**src/rtl/uart_rx_pkg.sv**
```systemverilog
// uart_rx_pkg: constants and majority helper shared by the UART RX blocks
package uart_rx_pkg;
  localparam int PRESCALE_W = 6;
  localparam logic RX_IDLE_LEVEL = 1'b1;
  localparam int PRESC_8 = 8;
  localparam int PRESC_16 = 16;
  localparam int PRESC_32 = 32;
  function automatic logic maj3(input logic a, input logic b, input logic c);
    return (a & b) | (a & c) | (b & c);
  endfunction
endpackage

```
**src/rtl/bit_sync.sv**
```systemverilog
// bit_sync: STAGES-deep synchroniser for an asynchronous line, resets to idle level
import uart_rx_pkg::*;
module bit_sync #(
  parameter int STAGES = 2
) (
  input  logic CLK,
  input  logic RST,
  input  logic i_d,
  output logic o_q
);
  logic [STAGES-1:0] r_chain;
  always_ff @(posedge CLK or negedge RST)
    if (!RST) r_chain <= {STAGES{RX_IDLE_LEVEL}};
    else r_chain <= {r_chain[STAGES-2:0], i_d};
  assign o_q = r_chain[STAGES-1];
endmodule

```
**src/rtl/data_sampling.sv**
```systemverilog
// data_sampling: 3-point mid-bit majority sampler for UART RX.
// Optional noise_flag output enabled by DATA_SAMP_NOISE_FLAG_EN.
import uart_rx_pkg::*;
module data_sampling #(
  parameter int PRESCALE_W = uart_rx_pkg::PRESCALE_W,
  parameter int SYNC_STAGES = 2
) (
  input  logic                  CLK,
  input  logic                  RST,
  input  logic                  RX_IN,
  input  logic                  dat_samp_en,
  input  logic [PRESCALE_W-1:0] Prescale,
  input  logic [PRESCALE_W-1:0] edge_cnt,
`ifdef DATA_SAMP_NOISE_FLAG_EN
  output logic                  noise_flag,
`endif
  output logic                  sampled_bit,
  output logic                  sample_valid
);
  logic                  w_rx_s;
  logic [PRESCALE_W-1:0] w_half;
  logic                  w_ok;
  logic                  w_dec;
  logic [2:0]            r_s;
  bit_sync #(.STAGES(SYNC_STAGES)) u_sync (.CLK(CLK), .RST(RST), .i_d(RX_IN), .o_q(w_rx_s));
  assign w_half = Prescale >> 1;
  assign w_ok   = (Prescale >= PRESCALE_W'(8)) && !Prescale[0];
  assign w_dec  = dat_samp_en && w_ok && (edge_cnt == w_half + PRESCALE_W'(1));
  always_ff @(posedge CLK or negedge RST)
    if (!RST) begin
      r_s          <= '1;
      sampled_bit  <= 1'b1;
      sample_valid <= 1'b0;
`ifdef DATA_SAMP_NOISE_FLAG_EN
      noise_flag   <= 1'b0;
`endif
    end else begin
      sample_valid <= w_dec;
      if (!dat_samp_en) r_s <= '1;
      else if (w_ok) begin
        if (edge_cnt == w_half - PRESCALE_W'(2)) r_s[0] <= w_rx_s;
        if (edge_cnt == w_half - PRESCALE_W'(1)) r_s[1] <= w_rx_s;
        if (edge_cnt == w_half) r_s[2] <= w_rx_s;
      end
      if (w_dec) sampled_bit <= maj3(r_s[0], r_s[1], r_s[2]);
`ifdef DATA_SAMP_NOISE_FLAG_EN
      if (!dat_samp_en) noise_flag <= 1'b0;
      else if (w_dec) noise_flag <= !(&r_s) && (|r_s);
`endif
    end
endmodule

```
**config.mk**
```make
export PLATFORM = sky130hd
export DESIGN_NAME = data_sampling
export DESIGN_NICKNAME = d
export VERILOG_FILES = /design/src/rtl/uart_rx_pkg.sv /design/src/rtl/bit_sync.sv /design/src/rtl/data_sampling.sv
export SDC_FILE = /design/constraint.sdc
export NUM_CORES = 1
export LEC_CHECK = 0
export CORE_UTILIZATION = 50
export DETAILED_ROUTE_END_ITERATION = 16
export PLACE_DENSITY = 0.79
export SLEW_MARGIN = 20
export SYNTH_ARGS = -nofsm -noshare
export SYNTH_HDL_FRONTEND = slang
export SYNTH_HIERARCHICAL = 1
export SYNTH_SLANG_ARGS = --single-unit
```
**constraint.sdc**
```tcl
create_clock -name CLK -period 3.3 [get_ports CLK]
set_input_delay 0.66 -clock CLK [delete_from_list [all_inputs] [get_ports CLK]]
set_output_delay 0.66 -clock CLK [all_outputs]
set_load 0.01 [all_outputs]
```
==> key figures, run 1 <==
Global routing
  – GR Overflow Total: 0
  – First-pass GRT wire length: 3049 µm
  – Initial antenna violation count: 0
  – Vias in the first global route: 645
  – Tot GR Track Use: 0.2269
  – Largest net degree at the start of global routing: 13

Synth
  – EDFF count, synth: 0
  – Yosys cell types: 39
  – Synth Flop Type: dfstp_2
  – Count leader, synth: xnor2_1
  – Mapped cell area: 814.5 µm²
  – Seq/Total Area, Yosys: 0.2243
  – Syn_area_per_cell: 9.152 µm²
  – Syn_nets: 111
  – Yosys top cell area share: 0.1935
  – Synth Instances: 89
  – Post-synth ARST share: 1.000
  – Syn. warnings: 6
  – Commonest cells post-synth: xnor2_1, nand2_1, dfstp_2, ha_1
  – Seq cells post-synth: 7
  – Top cells by area, synth: dfstp_2, ha_1, xnor2_1, xnor2_4, nand2_1
  – Synth area leader: dfstp_2

Die
  – Initial core utilization: 0.5407
  – I/O pins: 18
  – Die Span Y: 42.36 µm
  – Chip width: 42.36 µm
  – Row count: 14
  – Core area: 1506 µm²
  – Die ar.: 1794 µm²

Timing
  – Max Clock Skew: 0.0004681 ns
  – Worst-margin pin slew: 0.4576 ns
  – Worst relative slew slack: 0.6940
  – Number of setup violations in the final report: 0
  – Min setup slack post-route: 0.5407 ns
  – Fin crit period: 2.759 ns
  – RSZ-0062 raised after global routing: false
  – Final hold vios: 0
  – Slew Viols, Final: 0
  – Post-route setup TNS: 0 ns
  – F_max: 362.4 MHz
  – Period utilization: 0.8362

Finish
  – Fillers: 129
  – Multi-input gate area: 563.0 µm²
  – Share of cells above drive strength 1: 0.1810
  – Reg area: 182.7 µm²
  – Non-filler instance count after layout: 121
  – Area growth from synthesis to layout: 21.81%
  – Fin nets: 128
  – ANT cells: 0

Power and ir drop
  – Pwr Density: 280.0 nW/µm²
  – Worst VDD drop: 0.0002091 V
  – Leakage: 0.3557 nW
  – Clk pwr share: 0.282
  – Internal power: 0.0001896 W
  – Comb pwr share: 0.373
  – Flop pwr share: 0.346
  – Sw Share: 0.3174
  – Net Switching: 0.00008817 W

Placement
  – Post-DP HPWL: 1436 µm
  – Placed Instances: 117
  – GPL Wtd Cong: 0.8569
  – Port Buffers: 17
  – Pre-CTS WS: 0.2948 ns

Detailed routing
  – 1st-iter DRT viols: 19
  – Routed wire length per instance: 14.93 µm
  – Residual DRC: 0
  – ANT nets after route: 0
  – Vias per cell: 6.041
  – Total number of vias: 731
  – Drt total wl: 1807 µm
  – Drt first pass iters: 4

Clocking
  – Setup repair bufs after CTS: 0
  – Sink Count: 7
  – Clk_lat worst skew: 0.25 ns
  – CTS max path bufs: 2
  – Num CTS Buffers: 3
  – CTS resizes: 0
  – Hold Buf Count CTS: 0
  – H-tree Lvls: 1
  – CTS tree: done
  – Root buffer cell: clkbuf_4
  – Reg clk slew, reported paths: 0.05 ns

Min path
  – Min-delay src: u_sync/r_chain[0]$_DFF_PN1_
  – Worst hold path type: reg2reg

Worst setup path
  – CP startpoint: Prescale[3]
  – Max FO, Critical Path: 12
  – Reg2reg start: u_sync/r_chain[1]$_DFF_PN1_
  – Crit path DAT: 2.92 ns
  – Required time of the critical path: 3.46 ns
  – CP Class: in2reg
  – CP endpoint kind: register
  – Worst setup SP type: primary input

Job
  – Max cap viols: 0

Outcome
  – Outcome: finished clean
power by group through the flow:
stage	clock network (W)	logic [W]	registers (W)
after floorplan	0	0.0000636	0.0000983
after global placement	0	0.0000998	0.0000967
after detailed placement	0	0.000102	0.0000972
after CTS	0.0000808	0.000103	0.0000959
after global routing	0.0000851	0.000113	0.0000967
final	0.0000782	0.000104	0.0000960
logic make-up after synthesis:
group,after synthesis,synth area share
xor gates and xnor gates,10,0.1306
and+or+nand+nor,29,0.2289
AOI/OAI and AO/OA,21,0.1889
adders and majority gates,7,0.1045
muxes,3,0.03840
buffers and inverters,12,0.08447
DFF,7,0.2243
through the flow:
step	total power, W	hold WS (ns)	area, µm²	utilization
floorplan	0.0001620	0.3452	814.5	-
global placement	0.0001965	0.3461	965.9	0.6412
detailed placement	0.0001996	0.3619	965.9	0.6412
CTS	0.0002796	0.3698	992.2	0.6586
global route	0.0002951	0.3769	992.2	0.6586
finish	0.0002778	0.3722	992.2	0.6586
path summary, 6_finish.rpt:
path	endpoint	slack, ns	depth (start not counted)
worst min register to register	u_sync/r_chain[1]$_DFF_PN1_	0.37	0
worst min-delay path	u_sync/r_chain[1]$_DFF_PN1_	0.37	0
max in group asynchronous	u_sync/r_chain[1]$_DFF_PN1_	2.34	1
min in group asynchronous	sample_valid$_DFF_PN0_	0.67	1
worst max register to register	r_s[1]$_DFFE_PN1P_	2.06	2
worst max-delay path	r_s[1]$_DFFE_PN1P_	0.54	9
registers in the layout, summed over array words and instances (netlist names):
signal and cells:
sampled_bit 1, r_s 3, u_sync/r_chain 2, sample_valid 1
metal layers:
layer / track usage / share of wire / up-vias
li1: - / - / 356
met1: 0.3288 / 0.46 / 345
met2: 0.3354 / 0.47 / 26
met3: 0.04310 / 0.043 / 4
met4: 0.08125 / 0.021 / 0
met5: 0 / 0 / -
cells in the final DEF, fill, tap and decap left out, types with 2 or more instances in the layout:
cell	instances
nor4_1	3
or3_1	2
mux2i_1	2
nor3_1	2
ha_1	6
xnor2_1	8
nand4_1	2
clkdlybuf4s50_1	17
inv_1	5
a31oi_1	2
clkbuf_4	3
nor3_2	2
nand3_1	2
nand2_1	7
dfstp_2	6
o211ai_1	3
a21oi_1	5
o21ai_0	4
nor2_1	4
area by class of cell:
cell class | instances | share of cell area
flip-flops and latches | 7 | 0.1841
inverters | 6 | 0.02270
well taps | 16 | 0.02018
clock buffers | 4 | 0.02648
repair buffers | 18 | 0.1791
multi-input cells | 70 | 0.5675
critical path: stages:
cell             delay, ns
clkdlybuf4s50_1       0.75
inv_1                 0.16
ha_1                  0.27
a21boi_2              0.20
xnor2_1               0.15
a21oi_1               0.15
a22oi_1               0.10
o41ai_1               0.33
o211ai_1              0.14
Note: power is estimated with default switching activity, not from simulation.
==> inputs of run 2 (changes only) <==
CORE_UTILIZATION = 49   (was 50)
PLACE_DENSITY = 0.78   (was 0.79)
clock period = 2.7 ns   (was 3.3 ns; I/O delays follow)
==> run 2 against run 1 <==
Setup slack got worse by 0.23 ns. Power increased by 26%. Flip-flop and latch count did not move. First-iteration DRC count grew 11%. Core utilization rose by 2.7 points. Critical path depth is 1 lower. Sequential power grew 22%. Critical path type unchanged.
==> key figures, run 2 (synthesis gave the netlist of run 1 again) <==
Placement
  – Placed Instances: 124 (was 117)
  – Port Buffers: 17 (unchanged)
  – GPL Wtd Cong: 0.8770 (was 0.8569)
  – Post-DP HPWL: 1497 µm (was 1436 µm)
  – Placed inst area: 1018 µm² (was 965.9 µm²)

Timing
  – Fin crit period: 2.386 ns
  – Period utilization: 0.8837
  – F_max: 419.1 MHz
  – Post-route setup TNS: 0 ns (unchanged)
  – Max Clock Skew: 0.005674 ns (was 0.0004681 ns)
  – RSZ-0062 raised after global routing: false (unchanged)
  – Worst relative slew slack: 0.7425 (was 0.6940)
  – Worst-margin pin slew: 0.3810 ns (was 0.4576 ns)
  – Final hold vios: 0 (unchanged)
  – Number of setup violations in the final report: 0 (unchanged)
  – Slew Viols, Final: 0 (unchanged)

Die
  – Row count: 14 (unchanged)
  – I/O pins: 18 (unchanged)
  – Chip width: 42.77 µm (was 42.36 µm)
  – Die ar.: 1829 µm² (was 1794 µm²)
  – Core area: 1524 µm² (was 1506 µm²)
  – Initial core utilization: 0.5345 (was 0.5407)
  – Die Span Y: 42.77 µm (was 42.36 µm)

Detailed routing
  – Residual DRC: 0 (unchanged)
  – Vias per cell: 6.063 (was 6.041)
  – Drt first pass iters: 4 (unchanged)
  – Total number of vias: 776 (was 731)
  – 1st-iter DRT viols: 21 (was 19)
  – Drt total wl: 1891 µm (was 1807 µm)
  – ANT nets after route: 0 (unchanged)
  – Routed wire length per instance: 14.77 µm (was 14.93 µm)

Global routing
  – Initial antenna violation count: 0 (unchanged)
  – Busiest grt layer: met2 (unchanged)
  – Largest net degree at the start of global routing: 10 (was 13)
  – First-pass GRT wire length: 3084 µm (was 3049 µm)
  – Met3 track demand over resource: 0.03404 (was 0.04310)
  – GR Overflow Total: 0 (unchanged)
  – Tot GR Track Use: 0.2197 (was 0.2269)
  – M2 GR Usage: 0.3515 (was 0.3354)
  – Met1 Resource Use GR: 0.2941 (was 0.3288)
  – Vias in the first global route: 745 (was 645)

Power and ir drop
  – Pwr Density: 336.1 nW/µm² (was 280.0 nW/µm²)
  – Leakage: 0.3896 nW (was 0.3557 nW)
  – Worst VDD drop: 0.0002818 V (was 0.0002091 V)

Clocking
  – Hold Buf Count CTS: 0 (unchanged)
  – Clk_lat worst skew: 0.26 ns (was 0.25 ns)
  – Sink Count: 7 (unchanged)
  – CTS tree: done (unchanged)
  – Num CTS Buffers: 3 (unchanged)
  – CTS max path bufs: 2 (unchanged)
  – H-tree Lvls: 1 (unchanged)
  – Reg clk slew, reported paths: 0.06 ns (was 0.05 ns)
  – CTS resizes: 0 (unchanged)
  – Setup repair bufs after CTS: 0 (unchanged)
  – Root buffer cell: clkbuf_4 (unchanged)

Worst setup path
  – Required time of the critical path: 2.87 ns (was 3.46 ns)
  – CP peak stage delay: 0.50 ns (was 0.75 ns)
  – Crit path DAT: 2.56 ns (was 2.92 ns)
  – CP endpoint kind: register (unchanged)
  – CP top delay family: buffers and inverters (was compound AO/OA/AOI/OAI gates)
  – Most frequent CP cell: o211ai_1
  – Slowest CP cell: clkdlybuf4s50_1 (unchanged)
  – Worst-path cell chain: clkdlybuf4s50_1 -> inv_1 -> ha_1 -> xor2_1 -> o211ai_1 -> a21oi_1 -> or4b_1 -> o211ai_1 (was clkdlybuf4s50_1 -> inv_1 -> ha_1 -> a21boi_2 -> xnor2_1 -> a21oi_1 -> a22oi_1 -> o41ai_1 -> o211ai_1)
  – Worst setup SP type: primary input (unchanged)
  – Crit path buffers/inverters: 2 (unchanged)
  – Max FO, Critical Path: 4 (was 12)
  – CP Class: in2reg (unchanged)

Finish
  – Max reg flops: 3 (unchanged)
  – Fin nets: 135 (was 128)
  – ANT cells: 0 (unchanged)
  – Share of cells above drive strength 1: 0.2321 (was 0.1810)
  – Most frequent cells in the layout: clkdlybuf4s50_1, xnor2_1, buf_4 (was clkdlybuf4s50_1, xnor2_1, nand2_1)
  – Fillers: 135 (was 129)
  – Area growth from synthesis to layout: 28.26% (was 21.81%)
  – Biggest register: r_s (unchanged)
  – Largest regs: r_s (3), u_sync/r_chain (2) (unchanged)
  – Leading cell type in the layout, fill and taps excluded: clkdlybuf4s50_1 (unchanged)
  – Non-filler instance count after layout: 128 (was 121)
  – Post-route cell area: 1045 µm² (was 992.2 µm²)

Min path
  – Worst hold path type: reg2reg (unchanged)

Outcome
  – Outcome: finished clean (unchanged)

Job
  – Max cap viols: 0 (unchanged)
run 2: path summary, 6_finish.rpt:
check,startpoint,endpoint,slack [ns],cells past startpoint
setup / recovery,Prescale[2],r_s[1]$_DFFE_PN1P_,0.31,8
hold / removal,u_sync/r_chain[0]$_DFF_PN1_,u_sync/r_chain[1]$_DFF_PN1_,0.36,0
setup reg to reg,u_sync/r_chain[1]$_DFF_PN1_,r_s[1]$_DFFE_PN1P_,1.45,2
hold reg to reg,u_sync/r_chain[0]$_DFF_PN1_,u_sync/r_chain[1]$_DFF_PN1_,0.36,0
max in group asynchronous,RST,u_sync/r_chain[0]$_DFF_PN1_,1.86,1
min in group asynchronous,RST,sample_valid$_DFF_PN0_,0.55,1
run 2: power breakdown:
part / internal (W) / switching (W) / total (W) / leakage (nW)
clock: 0.0000567 / 0.0000427 / 0.0000993 / 0.0150
sequential: 0.000115 / 0.00000232 / 0.000117 / 0.0770
combinational: 0.0000673 / 0.0000677 / 0.000135 / 0.298
run 2: area by class of cell:
type / instances / area (µm²) / area share
sequential: 7 / 182.7 / 0.1749
multi-input combinational: 70 / 563.0 / 0.5389
inverter: 6 / 22.52 / 0.02156
clock buffer: 4 / 26.28 / 0.02515
tap: 16 / 20.02 / 0.01916
timing repair buffer: 25 / 230.2 / 0.2204
run 2: worst register-to-register path: cells and delay by family, from the launching register on:
family	cells	cell delay (ns)
AOI/OAI and AO/OA	1	0.21
and+or+nand+nor	1	0.42
DFF	1	0.53
run 2: through the flow:
stage / worst slack [ns] / utilization / hold WS (ns) / total power [W]
final: 0.3140 / 0.6856 / 0.3581 / 0.0003511
after global routing: 0.2283 / 0.6856 / 0.3666 / 0.0003698
after CTS: 0.3366 / 0.6856 / 0.3582 / 0.0003523
after detailed placement: 0.06718 / 0.6683 / 0.3503 / 0.0002524
after global placement: 0.1414 / 0.6683 / 0.3465 / 0.0002479
after floorplan: 0.6326 / - / 0.2444 / 0.0001980
run 2: metal layers:
metal  wire length [µm]  share of wire  vias up
met3                 94          0.050        8
met2                882           0.47       33
met1                866           0.46      361
met4                 48          0.025        0
li1                   -              -      374
met5                  0              0        -
